===== src/rtl/tape_sd_arbiter_if.sv =====
`default_nettype none
// ============================================================================
//  Module   : tape_sd_arbiter_if
//  Brief    : Request/grant and SD block-port bundle shared by tape channels.
//  Revision : 1.0 - initial release
// ============================================================================
interface tape_sd_arbiter_if;
    logic [1:0]  req;
    logic [1:0]  req_wr;
    logic [31:0] req_lba0;
    logic [31:0] req_lba1;
    logic [1:0]  gnt;
    logic [1:0]  done;
    logic        err;
    logic        sd_sel;
    logic [31:0] sd_lba;
    logic        sd_rd;
    logic        sd_wr;
    logic        sd_ack;

    // master: the arbiter itself; slave: channels plus SD host
    modport master (
        input  req, req_wr, req_lba0, req_lba1, sd_ack,
        output gnt, done, err, sd_sel, sd_lba, sd_rd, sd_wr
    );

    modport slave (
        output req, req_wr, req_lba0, req_lba1, sd_ack,
        input  gnt, done, err, sd_sel, sd_lba, sd_rd, sd_wr
    );
endinterface
`default_nettype wire


===== src/rtl/tape_sd_arbiter.sv =====
`default_nettype none
// ============================================================================
//  Module   : tape_sd_arbiter
//  Brief    : Round-robin owner of the single SD block port for tape reader
//             (ch0) and punch (ch1), with per-transfer timeout abort.
//  Revision : 1.0 - initial release
// ============================================================================
module tape_sd_arbiter #(
    parameter logic [23:0] TIMEOUT = 24'hFFFFFF
) (
    input  logic              clk,
    input  logic              reset,
    tape_sd_arbiter_if.master bus
);

    localparam logic [2:0] c_idle  = 3'd0;
    localparam logic [2:0] c_issue = 3'd1;
    localparam logic [2:0] c_xfer  = 3'd2;
    localparam logic [2:0] c_done  = 3'd3;
    localparam logic [2:0] c_abort = 3'd4;

    logic [2:0]  state_q,  state_d;
    logic        last_q,   last_d;
    logic [1:0]  gnt_q,    gnt_d;
    logic [1:0]  done_q,   done_d;
    logic        err_q,    err_d;
    logic        sd_sel_q, sd_sel_d;
    logic [31:0] sd_lba_q, sd_lba_d;
    logic        sd_rd_q,  sd_rd_d;
    logic        sd_wr_q,  sd_wr_d;
    logic [23:0] timer_q,  timer_d;

    logic w_pick;
    logic w_timeout;

    // Single requester wins outright; a tie goes to the channel not served last.
    assign w_pick    = (bus.req == 2'b11) ? ~last_q : bus.req[1];
    assign w_timeout = (timer_q == (TIMEOUT - 24'd1));

    always_comb begin
        state_d  = state_q;
        last_d   = last_q;
        gnt_d    = gnt_q;
        done_d   = 2'b00;
        err_d    = 1'b0;
        sd_sel_d = sd_sel_q;
        sd_lba_d = sd_lba_q;
        sd_rd_d  = sd_rd_q;
        sd_wr_d  = sd_wr_q;
        timer_d  = timer_q;

        if ((state_q == c_issue || state_q == c_xfer) && (timer_q != 24'hFFFFFF)) begin
            timer_d = timer_q + 24'd1;
        end

        case (state_q)
            c_idle: begin
                if (bus.req != 2'b00) begin
                    state_d  = c_issue;
                    sd_sel_d = w_pick;
                    gnt_d    = w_pick ? 2'b10 : 2'b01;
                    sd_lba_d = w_pick ? bus.req_lba1 : bus.req_lba0;
                    sd_rd_d  = ~bus.req_wr[w_pick];
                    sd_wr_d  = bus.req_wr[w_pick];
                    timer_d  = 24'd0;
                end
            end
            c_issue: begin
                // An ack seen on the timeout edge still counts as accepted.
                if (bus.sd_ack) begin
                    state_d = c_xfer;
                    sd_rd_d = 1'b0;
                    sd_wr_d = 1'b0;
                end else if (w_timeout) begin
                    state_d          = c_abort;
                    sd_rd_d          = 1'b0;
                    sd_wr_d          = 1'b0;
                    done_d[sd_sel_q] = 1'b1;
                    err_d            = 1'b1;
                    last_d           = sd_sel_q;
                end
            end
            c_xfer: begin
                if (!bus.sd_ack) begin
                    state_d          = c_done;
                    done_d[sd_sel_q] = 1'b1;
                    last_d           = sd_sel_q;
                end else if (w_timeout) begin
                    state_d          = c_abort;
                    done_d[sd_sel_q] = 1'b1;
                    err_d            = 1'b1;
                    last_d           = sd_sel_q;
                end
            end
            c_done, c_abort: begin
                state_d  = c_idle;
                gnt_d    = 2'b00;
                sd_sel_d = 1'b0;
            end
            default: begin
                state_d  = c_idle;
                gnt_d    = 2'b00;
                sd_sel_d = 1'b0;
                sd_rd_d  = 1'b0;
                sd_wr_d  = 1'b0;
            end
        endcase
    end

    always_ff @(posedge clk or posedge reset) begin
        if (reset) begin
            state_q  <= c_idle;
            last_q   <= 1'b1;
            gnt_q    <= 2'b00;
            done_q   <= 2'b00;
            err_q    <= 1'b0;
            sd_sel_q <= 1'b0;
            sd_lba_q <= 32'd0;
            sd_rd_q  <= 1'b0;
            sd_wr_q  <= 1'b0;
            timer_q  <= 24'd0;
        end else begin
            state_q  <= state_d;
            last_q   <= last_d;
            gnt_q    <= gnt_d;
            done_q   <= done_d;
            err_q    <= err_d;
            sd_sel_q <= sd_sel_d;
            sd_lba_q <= sd_lba_d;
            sd_rd_q  <= sd_rd_d;
            sd_wr_q  <= sd_wr_d;
            timer_q  <= timer_d;
        end
    end

    assign bus.gnt    = gnt_q;
    assign bus.done   = done_q;
    assign bus.err    = err_q;
    assign bus.sd_sel = sd_sel_q;
    assign bus.sd_lba = sd_lba_q;
    assign bus.sd_rd  = sd_rd_q;
    assign bus.sd_wr  = sd_wr_q;

endmodule
`default_nettype wire


===== src/flat_wrapper.sv =====
// flat-port wrapper written by rule: the top's interface ports become plain ports
module tape_sd_arbiter_flat 
#(
    parameter logic [23:0] TIMEOUT = 24'hFFFFFF
)
  (clk, reset, bus_req, bus_req_wr, bus_req_lba0, bus_req_lba1, bus_sd_ack, bus_gnt, bus_done, bus_err, bus_sd_sel, bus_sd_lba, bus_sd_rd, bus_sd_wr);
  tape_sd_arbiter_if bus_i ();
  input  logic clk;
  input  logic reset;
  input wire logic [$bits(bus_i.req)-1:0] bus_req;
  input wire logic [$bits(bus_i.req_wr)-1:0] bus_req_wr;
  input wire logic [$bits(bus_i.req_lba0)-1:0] bus_req_lba0;
  input wire logic [$bits(bus_i.req_lba1)-1:0] bus_req_lba1;
  input wire logic [$bits(bus_i.sd_ack)-1:0] bus_sd_ack;
  output wire logic [$bits(bus_i.gnt)-1:0] bus_gnt;
  output wire logic [$bits(bus_i.done)-1:0] bus_done;
  output wire logic [$bits(bus_i.err)-1:0] bus_err;
  output wire logic [$bits(bus_i.sd_sel)-1:0] bus_sd_sel;
  output wire logic [$bits(bus_i.sd_lba)-1:0] bus_sd_lba;
  output wire logic [$bits(bus_i.sd_rd)-1:0] bus_sd_rd;
  output wire logic [$bits(bus_i.sd_wr)-1:0] bus_sd_wr;
  assign bus_i.req = bus_req;
  assign bus_i.req_wr = bus_req_wr;
  assign bus_i.req_lba0 = bus_req_lba0;
  assign bus_i.req_lba1 = bus_req_lba1;
  assign bus_i.sd_ack = bus_sd_ack;
  assign bus_gnt = bus_i.gnt;
  assign bus_done = bus_i.done;
  assign bus_err = bus_i.err;
  assign bus_sd_sel = bus_i.sd_sel;
  assign bus_sd_lba = bus_i.sd_lba;
  assign bus_sd_rd = bus_i.sd_rd;
  assign bus_sd_wr = bus_i.sd_wr;
  tape_sd_arbiter #(.TIMEOUT(TIMEOUT)) u_core (.clk(clk), .reset(reset), .bus(bus_i));
endmodule

===== config.mk =====
export PLATFORM = sky130hd
export DESIGN_NAME = tape_sd_arbiter_flat
export DESIGN_NICKNAME = d
export VERILOG_FILES = /design/src/rtl/tape_sd_arbiter_if.sv /design/src/rtl/tape_sd_arbiter.sv /design/src/flat_wrapper.sv
export SDC_FILE = /design/constraint.sdc
export NUM_CORES = 1
export LEC_CHECK = 0
export CAP_MARGIN = 5
export CORE_MARGIN = 1.5
export CORE_UTILIZATION = 50
export CTS_CLUSTER_DIAMETER = 80
export CTS_CLUSTER_SIZE = 10
export DETAILED_ROUTE_END_ITERATION = 16
export GPL_ROUTABILITY_DRIVEN = 0
export PLACE_DENSITY = 0.86
export SLEW_MARGIN = 20
export SYNTH_ARGS = -nofsm -noshare
export SYNTH_HDL_FRONTEND = slang
export SYNTH_SLANG_ARGS = --single-unit

===== constraint.sdc =====
create_clock -name clk -period 5.9 [get_ports clk]
set_clock_uncertainty 0.2 [all_clocks]
set_input_delay 1.18 -clock clk [delete_from_list [all_inputs] [get_ports clk]]
set_output_delay 1.18 -clock clk [all_outputs]
set_load 0.005 [all_outputs]

; Yosys cells after proc, flatten, opt, wreduce, memory -nomap -nowiden
; Cells that the tools add are included.
[classes]
add_sub_neg = 1
magnitude_cmp = 3
n_eq_ne = 10
n_mux = 37
bitwise_logic = 4
n_reduce_logical = 12
[ops]
columns = cell, n
row1 = 24-bit 2-to-1 mux, 3
row2 = 32-bit 2-to-1 mux, 1
row3 = "24-bit by 1-bit adder with 24-bit output, second input constant", 1
row4 = "24-bit equality test, second input constant", 1
row5 = "24-bit != test, second input constant", 1
row6 = 1-bit 2-to-1 mux, 15
row7 = 3-bit 2-to-1 mux, 4
row8 = 2-bit 2-to-1 mux, 5
row9 = 3-bit one-hot mux with 3 select lines, 1
row10 = 2-bit one-hot mux with 2 select lines, 2
row11 = "3-bit by 2-bit equality test with 1-bit output, second input constant", 2
row12 = 1-bit one-hot mux with 2 select lines, 3
row13 = 1-bit one-hot mux with 3 select lines, 2
row14 = 2-bit AND reduction, 3
row15 = "1-bit by 2-bit less-than comparator with 1-bit output, second input constant", 2
row16 = 1-bit NOT, 4
row17 = 2-bit nonzero test, 2
row18 = "3-bit by 1-bit equality test with 1-bit output, second input constant", 1
row19 = "3-bit equality test, second input constant", 1
row20 = 3-bit zero test, 1
row21 = "3-bit by 2-bit != test with 1-bit output, second input constant", 1
row22 = 3-bit AND reduction, 1
row23 = 3-bit OR reduction, 1
row24 = "2-bit equality test, second input constant", 1
row25 = other kinds (7), 8
[word_totals]
register_bits = 68
inputBits = 71
elab_cells = 77

; Depth between registers and ports, before layout
; Gate-level depths: netlist (run 1).
[depth]
depth_word = 7
mapped_depth = 7

; Least setup slack after synthesis (run 1)
; No wires, ideal clock.
[synth_path]
path_type = input to register
start = input port bus_req[1]
end = register u_core.sd_lba_q[10] (netlist: u_core.bus.sd_lba[10])
setup_ps = 134
arrival_ps = 2390
t_required_ps = 5566
path_slack_ps = 3176
cell_stages = 5
path_buffers = 2
cell_sequence = a21boi_0 > clkbuf_1 > clkbuf_1 > mux2i_1 > o21ai_0
[synth_via]
elab_chain_len = 3
[synth_lines]
columns = element, line
row1 = "start, declared", flat_wrapper.sv:10  ; input wire logic [$bits(bus_i.req)-1:0] bus_req;
row2 = 2-bit equality test, tape_sd_arbiter.sv:37  ; assign w_pick = (bus.req == 2'b11) ? ~last_q : bus.req[1];
row3 = 1-bit 2-to-1 mux, tape_sd_arbiter.sv:37
row4 = 32-bit 2-to-1 mux, tape_sd_arbiter.sv:62  ; sd_lba_d = w_pick ? bus.req_lba1 : bus.req_lba0;
row5 = "end signal, assigned", tape_sd_arbiter.sv:129  ; sd_lba_q <= sd_lba_d;
row6 = "end, declared", tape_sd_arbiter.sv:28  ; logic [31:0] sd_lba_q, sd_lba_d;
; Several ways; a longest one is shown, not always the timed one.
; A chain may end at the register's enable or synchronous reset.

; Worst setup path after layout (run 1)
[layout_path]
start = input port bus_req[1]
end = register u_core.sd_lba_q[19] (netlist: u_core.bus.sd_lba[19])
; Same word-level chain as after synthesis.

==> results of run 1 <==
==> metal layers <==
| metal | vias up | global-route usage |
|---|---|---|
| met4 | 0 | 0.120 |
| met2 | 87 | 0.426 |
| met3 | 23 | 0.0521 |
| li1 | 1415 | - |
| met5 | - | 0 |
| met1 | 1428 | 0.320 |
==> worst max-delay path, cell delays in order <==
cell	delay, ns
clkdlybuf4s50_1	0.58
a21boi_4	0.27
buf_4	0.50
mux2i_1	0.30
o21ai_0	0.13
==> area by class of cell <==
cell class | count | area share
multi-input cells | 242 | 0.334
clock inverters | 4 | 0.0153
flip-flops and latches | 67 | 0.354
clock buffers | 12 | 0.0328
repair buffers | 114 | 0.239
inverters | 5 | 0.00396
well taps | 77 | 0.0203
==> final timing paths <==
check,end,slack [ns],depth (start not counted)
worst min-delay path,u_core.bus.sd_lba[6],0.28,2
max in group asynchronous,u_core.timer_q[12],3.74,3
worst max-delay path,u_core.bus.sd_lba[19],2.90,5
worst min register to register,u_core.bus.sd_lba[6],0.28,2
worst max register to register,u_core.timer_q[12],3.37,5
min in group asynchronous,u_core.bus.sd_lba[3],1.21,3
==> cell families after synthesis <==
family,share of synthesized area
buf+inv,0.0322
xor+xnor,0.0315
compound gates,0.148
mux,0.102
simple gates,0.176
flops,0.502
fa+ha+maj,0.00749
==> power by group <==
group          switching (W)  total [W]  internal (W)  leakage (nW)
Combinational       0.000350   0.000754      0.000404          1.04
Sequential          0.000101   0.000707      0.000606         0.870
Clock               0.000167   0.000427      0.000261         0.113
Total               0.000618    0.00189       0.00127          2.02
==> cell usage in the layout, fill, tap and decap left out, drive strengths merged, types with 2 or more instances in the layout <==
cell type	n
clkdlybuf4s50	110
dfrtp	66
nand2	44
o21ai	42
mux2i	34
nor2	21
clkbuf	12
a21oi	9
xor2	9
nand3	7
o211ai	7
nand4	7
or3	6
inv	5
nor4	5
buf	4
o41ai	4
nand2b	3
xnor2	3
o31ai	3
nor3	3
and3	3
or4	3
a21boi	3
nor2b	2
nor3b	2
a211oi	2
a22o	2
ha	2
bufinv	2
==> state kept, by name, summed over array words and instances, names as in the netlist <==
signal and flops:
u_core.bus.done 2, u_core.state_q 3, u_core.bus.sd_wr 1, u_core.bus.sd_lba 32, u_core.last_q 1, u_core.bus.err 1
u_core.bus.gnt 2, u_core.bus.sd_rd 1, u_core.timer_q 24
==> per-stage QoR <==
stage / hold slack [ns] / setup slack, ns
6_report: 0.279 / 2.90
5_1_grt: 0.307 / 2.83
4_1_cts: 0.285 / 2.90
3_5_place_dp: 0.270 / 2.58
3_3_place_gp: 0.261 / 2.67
2_1_floorplan: 0.269 / 2.84
==> flow_summary.json, run 1 <==
{
  "grt_pass1_wl_um": 14400,
  "multi_input_area_um2": 1580,
  "slew_headroom": 0.438,
  "dp_hpwl_um": 6390,
  "clockBufferDepth": 2,
  "final_layout_size_suffix_gt1_frac": 0.0766,
  "drt_pass1_iterations": 5,
  "drtAntennaViolNets": 0,
  "post-route-period-util": 0.508,
  "clk-insertion-delay-late_ns": 0.34,
  "antenna_found_initial": 0,
  "maxCapViolCount": 0,
  "p_leak_nw": 2.02,
  "final_cells": 521,
  "layout.nets": 512,
  "fp.dieH_um": 84.7,
  "routed_wl_um": 8900,
  "syn_inst": 333,
  "setup_viol_count_final": 0,
  "hold_start": "u_core.bus.sd_lba[6]",
  "cts_post_setup_buffers_inserted": 0,
  "path_clk_slew_ns": 0.07,
  "clk_root_buffer_cell": "clkbuf_8",
  "drv_slew": 0,
  "crit_type": "input port to register",
  "ioPinCount": 111,
  "fp.dieArea_um2": 7180,
  "fill_cells": 466,
  "syn_nets": 406,
  "startpoint_type": "input port",
  "synthArstFlopShare": 1.00,
  "io_buffers": 110,
  "numCtsBuffers": 9,
  "cts_tree": "done",
  "num_rows": 29,
  "overflow": 0,
  "power_w": 0.00189,
  "synth_area_um2": 3340,
  "synth_common_cells": "66 x dfrtp_1, 44 x nand2_1, 41 x o21ai_0, 34 x mux2i_1, 21 x nor2_1",
  "startpoint": "bus_req[1]",
  "met2_length_um": 4570,
  "synth_top_cell_area_share": 0.495,
  "routed-wl-met3_um": 437,
  "synth_edf_count": 0,
  "wl_met1_um": 3600,
  "final_util": 0.741,
  "yosysUniqueCellTypes": 55,
  "fmax_mhz": 334,
  "synth_most_common_cell": "dfrtp_1",
  "highest_layer": "met4",
  "critPathRequiredTime_ns": 5.87,
  "cts.sinks": 67,
  "wl_per_cell_um": 17.1,
  "hold_buffers": 0,
  "crit_arrival_ns": 2.97,
  "htreeDepth": 3,
  "syn_area_per_cell_um2": 10.0,
  "synth.top_cells.by_area": "dfrtp_1 49%, mux2i_1 10%, o21ai_0 6.1%, nand2_1 4.9%, nor2_1 2.4%",
  "worstHoldPathType": "register to register",
  "cp_max_fo": 31,
  "finalHoldViolCount": 0,
  "cellPowerDensity_nw_per_um2": 399,
  "crit_path_end_kind": "register",
  "synth-seq-cells": 67,
  "regArea_um2": 1680,
  "die_w_um": 84.7,
  "start_util": 0.523,
  "via_per_inst": 5.67,
  "yosys_warnings": 0,
  "post-route-min-period_ns": 3.00,
  "irDropWorstVdd_mv": 0.453,
  "post_cts_resized": 0,
  "stdcell_area_um2": 4730,
  "coreArea_um2": 6390,
  "rsz0062_at_grt": "false",
  "synth-seq-area-share": 0.502,
  "r2r_start": "u_core.timer_q[8]",
  "areaGrowthSynthToFinish_pct": 41.8,
  "route.detailed.drc": 0,
  "dpl.cell_count": 505,
  "placed_area_um2": 4500,
  "yosys.area.top_type": "dfrtp_1",
  "grt_max_degree": 74,
  "vias": 2953,
  "outcome": "finished clean",
  "grt_usage": 0.256,
  "drt_iter0_drc": 180,
  "grt_pass1_vias": 2889,
  "synthFlopType": "dfrtp_1",
  "tns_ns": 0,
  "diodes": 0,
  "tightest_slew_ns": 0.843
}
No activity file was read; power rests on OpenSTA's default activity.
==> run 2, diff against run 1 <==
--- a/config.mk
+++ b/config.mk
@@ -7,12 +7,12 @@
 export LEC_CHECK = 0
 export CAP_MARGIN = 5
 export CORE_MARGIN = 1.5
-export CORE_UTILIZATION = 50
+export CORE_UTILIZATION = 46
 export CTS_CLUSTER_DIAMETER = 80
 export CTS_CLUSTER_SIZE = 10
 export DETAILED_ROUTE_END_ITERATION = 16
 export GPL_ROUTABILITY_DRIVEN = 0
-export PLACE_DENSITY = 0.86
+export PLACE_DENSITY = 0.8
 export SLEW_MARGIN = 20
 export SYNTH_ARGS = -nofsm -noshare
 export SYNTH_HDL_FRONTEND = slang
==> constraint.sdc (replaced) <==
create_clock -name clk -period 2.9 [get_ports clk]
set_clock_uncertainty 0.2 [all_clocks]
set_input_delay 0.58 -clock clk [delete_from_list [all_inputs] [get_ports clk]]
set_output_delay 0.58 -clock clk [all_outputs]
set_load 0.005 [all_outputs]
==> flow_summary.json, run 2 (same netlist as run 1, synthesis figures left out) <==
{
  "crit_type": "register to register",
  "vias": 2956,
  "crit_family": "simple AND/OR/NAND/NOR gates",
  "drtAntennaViolNets": 0,
  "startpoint_type": "register",
  "stdcell_area_um2": 4820,
  "largest_register_ffs": 32,
  "post_cts_resized": 0,
  "clk-insertion-delay-late_ns": 0.34,
  "slew_headroom": 0.561,
  "critPathRequiredTime_ns": 2.99,
  "rsz0062_at_grt": "false",
  "cellPowerDensity_nw_per_um2": 798,
  "dp_hpwl_um": 6510,
  "antenna_found_initial": 0,
  "fp.dieArea_um2": 7780,
  "post-route-min-period_ns": 2.54,
  "final_common_cell": "clkdlybuf4s50_1",
  "hold_buffers": 0,
  "wl_per_cell_um": 15.8,
  "irDropWorstVdd_mv": 0.423,
  "htreeDepth": 3,
  "cts_post_setup_buffers_inserted": 0,
  "setup_viol_count_final": 0,
  "via_per_inst": 5.43,
  "grt_max_degree": 65,
  "crit_arrival_ns": 2.63,
  "drt_pass1_iterations": 5,
  "cpPeakStageDelay_ns": 0.65,
  "die_w_um": 88.2,
  "clockBufferDepth": 2,
  "maxCapViolCount": 0,
  "numCtsBuffers": 9,
  "worstHoldPathType": "register to register",
  "fmax_mhz": 394,
  "tns_ns": 0,
  "fp.dieH_um": 88.2,
  "path_clk_slew_ns": 0.08,
  "p_leak_nw": 2.05,
  "diodes": 0,
  "overflow": 0,
  "io_buffers": 110,
  "tightest_slew_ns": 0.653,
  "num_rows": 30,
  "regArea_um2": 1680,
  "placed_area_um2": 4590,
  "grt_usage": 0.227,
  "drt_iter0_drc": 143,
  "drv_slew": 0,
  "areaGrowthSynthToFinish_pct": 44.2,
  "grt_pass1_vias": 2930,
  "multi_input_area_um2": 1580,
  "cts.sinks": 67,
  "finalHoldViolCount": 0,
  "crit_buf_inv": 0,
  "outcome": "finished clean",
  "start_util": 0.484,
  "layout.nets": 516,
  "coreArea_um2": 6910,
  "cpMaxStageDelayCell": "or4_4",
  "routed_wl_um": 8600,
  "fill_cells": 562,
  "route.detailed.drc": 0,
  "path_cells": "nand4_4 -> or4_4 -> o41ai_1 -> and3b_2 -> nand2b_1",
  "cp_max_fo": 13,
  "crit_path_end_kind": "register",
  "final_cell_mix": "110 x clkdlybuf4s50_1, 66 x dfrtp_1, 44 x nand2_1",
  "ioPinCount": 111,
  "post-route-period-util": 0.875,
  "final_layout_size_suffix_gt1_frac": 0.0848,
  "clk_root_buffer_cell": "clkbuf_8",
  "cts_tree": "done",
  "grt_pass1_wl_um": 13600
}
## run 2: worst paths after layout
kind | startpoint | endpoint | slack (ns) | depth (start not counted)
max | u_core.timer_q[8] | u_core.last_q | 0.36 | 5
min reg2reg | u_core.bus.sd_lba[0] | u_core.bus.sd_lba[0] | 0.28 | 2
max reg2reg | u_core.timer_q[8] | u_core.last_q | 0.36 | 5
max in group asynchronous | reset | u_core.last_q | 1.49 | 3
min in group asynchronous | reset | u_core.timer_q[6] | 0.36 | 2
min | u_core.bus.sd_lba[0] | u_core.bus.sd_lba[0] | 0.28 | 2
## run 2: metal layers
| metal | wire length (um) | vias up | global-route usage |
|---|---|---|---|
| li1 | - | 1425 | - |
| met1 | 3480 | 1409 | 0.284 |
| met2 | 4430 | 107 | 0.393 |
| met3 | 521 | 15 | 0.0396 |
| met4 | 161 | 0 | 0.0866 |
| met5 | 0 | - | 0 |
## run 2: area by class of cell
class | instances | area share
Clock buffer | 9 | 0.0257
Clock inverter | 7 | 0.0210
Inverter | 5 | 0.00390
Multi-Input combinational cell | 242 | 0.327
Sequential cell | 67 | 0.348
Tap cell | 96 | 0.0249
Timing Repair Buffer | 118 | 0.249
## run 2: power breakdown
group / internal (W) / switching, W / leakage [nW]
clock: 0.000489 / 0.000369 / 0.106
combinational: 0.000856 / 0.000696 / 1.07
sequential: 0.00123 / 0.000202 / 0.870
## run 2: per-stage QoR
| step | hold slack (ns) | instances | utilization | worst slack [ns] | total power (W) |
|---|---|---|---|---|---|
| floorplan | 0.269 | 333 | - | 0.438 | 0.00217 |
| CTS | 0.286 | 544 | 0.697 | 0.421 | 0.00389 |
| detailed placement | 0.270 | 528 | 0.665 | 0.284 | 0.00302 |
| global placement | 0.262 | 528 | 0.665 | 0.330 | 0.00295 |
| finish | 0.279 | 544 | 0.697 | 0.363 | 0.00384 |
| global route | 0.317 | 544 | 0.697 | 0.242 | 0.00413 |
## run 2: worst register-to-register path, stage by stage, from the launching register on
cell      delay [ns]
dfrtp_1         0.45
nand4_4         0.16
or4_4           0.65
o41ai_1         0.63
and3b_2         0.31
nand2b_1        0.10
==> run 3, diff against run 2 <==
--- a/config.mk
+++ b/config.mk
@@ -11,7 +11,6 @@
 export CTS_CLUSTER_DIAMETER = 80
 export CTS_CLUSTER_SIZE = 10
 export DETAILED_ROUTE_END_ITERATION = 16
-export GPL_ROUTABILITY_DRIVEN = 0
 export PLACE_DENSITY = 0.8
 export SLEW_MARGIN = 20
 export SYNTH_ARGS = -nofsm -noshare
==> results of run 3 <==
No change in the layout: final DEF, timing and power equal those of run 2.
==> RTL change, RTL diff (settings of run 2) <==
Make the reset (`reset`) synchronous in one clocked block.
--- a/src/rtl/tape_sd_arbiter.sv
+++ b/src/rtl/tape_sd_arbiter.sv
@@ -108,5 +108,5 @@
     end
 
-    always_ff @(posedge clk or posedge reset) begin
+    always_ff @(posedge clk) begin
         if (reset) begin
             state_q  <= c_idle;
Behaviour: differs if reset is asserted again (counterexample within 4 cycles, from zero or initial values and one cycle with reset high); with reset held inactive, the same outputs for 10 cycles.
==> RTL change against run 2 <==
  * Final cell count rose by 4.2%
  * Area after synthesis fell by 2.5%
  * First-iteration DRC count fell by 32%
  * Non-clock buffer count fell by 1
  * Register-to-register slack improved by 0.19 ns
  * Count of clock-buffer cells in the layout rose by 3
  * Final area fell by 4.4%
  * Sequential cell count did not move
  * Global-route usage fell by 0.78 points
  * Routed wire length fell by 7.0%
  * Highest routed layer unchanged
  * Via count rose by 1.4%
  * Die area fell by 2.4%
  * Setup slack improved by 0.16 ns
Power is not compared: it rests on default switching activity, and its combinational part moved more than twofold at a synthesized area within 25%.
==> RTL change: results (changes against run 2) <==
metric,value,unit,change
cp_max_fo,21,,+8
wl_met3,558,um,+7.1%
ff2ff_setup_slack,0.55,ns,+0.19 ns
detailed_place_hpwl,6.04,mm,-7.3%
vias,2997,,+1.4%
hp-class,flop to flop,,
wl_met2,3.81,mm,-14%
rr_endpoint,u_core.timer_q[17],,
mappedNetlistNets,438,,+7.9%
grt_pass1_wl,12.9,mm,-4.8%
status,"finished, final reports clean",,
grt_max_degree,37,,-43%
clkbuf_count,12,,+3
bufAreaShareNonClock,0.253,,+0.00450
max_freq,420,MHz,+6.6%
synth_area_leaders,"dfxtp_1 41%, mux2i_1 11%, a211oi_1 9.0%",,
drtPass1Iterations,4,,-1
crit_start,bus_req[0],,
grt_util_met2,0.359,,-0.0334
yosysSeqAreaShare,0.412,,-0.0906
timing.rr.start,u_core.timer_q[4],,
clock_area_frac,0.0348,,-0.0120
n_all_buffers,117,,-0.85%
track_usage,0.219,,-0.00781
hold_ws,0.284,ns,+0.00500 ns
fillCellCount,563,,+0.18%
grt_pass1_vias,2852,,-2.7%
grt.met1_usage,0.261,,-0.0230
register_area,1340,sq um,-20%
synth_flop_cell,dfxtp_1,,
final_cells,567,,+4.2%
worstMarginPinSlew,0.615,ns,-0.0379 ns
synth_cell_types,51,,-7.3%
slowest_delay,0.51,ns,-0.14 ns
drive_gt1_frac,0.0637,,-0.0211
worst_path_max_delay_cell,or4_1,,
drt_iter0_drc,97,,-32%
dp.cells,552,,+4.5%
holdPathEnd,u_core.bus.gnt[0],,
async_flop_share,0,,-1.00
avgRoutedWirePerCell,14.1,um,-11%
dp_slack,0.165,ns,-0.118 ns
gr-usage-met3,0.0749,,+0.0353
multi_input_area,1800,sq um,+14%
die-width,87.1,um,-1.2%
route.layer.met1.wl,3.50,mm,+0.49%
nMultiInputCombCells,269,,+11%
syn_area_per_cell,8.92,sq um,-11%
hp-start,u_core.bus.gnt[0],,
ys_top_cells_by_count,"67 x dfxtp_1, 65 x nor2_1, 39 x a211oi_1, 36 x mux2i_1, 21 x nand2_1",,
n_all_inverters,3,,-2
dpl-instance-area,4440,sq um,-3.2%
seq_share,0.291,,-0.0569
yosys_warnings,0,,unchanged
[RTL change: cell count changes in the layout (fill, tap and decap cells not counted), sizes merged, moves of 6 or more]
cell	change
dfxtp	+67
dfrtp	-66
nor2	+44
a211oi	+38
o21ai	-38
nand2	-23
xnor2	+7
o211ai	-6
xor2	-6
[RTL change: worst max path at each step]
stage	endpoint	cells after the start
6_report	u_core.timer_q[18]	6
5_1_grt	u_core.timer_q[17]	5
4_1_cts	u_core.timer_q[18]	6
3_5_place_dp	u_core.timer_q[18]	6
3_3_place_gp	u_core.timer_q[18]	6
2_1_floorplan	u_core.bus.sd_wr	5
[RTL change: cells by family after synthesis]
| kind of cell | after synthesis | share of synthesized area |
|---|---|---|
| xor gates and xnor gates | 13 | 0.0350 |
| AOI/OAI and AO/OA | 73 | 0.166 |
| DFF | 67 | 0.412 |
| and+or+nand+nor | 144 | 0.226 |
| buffers and inverters | 29 | 0.0400 |
| adders and majority gates | 2 | 0.00768 |
| muxes | 37 | 0.114 |
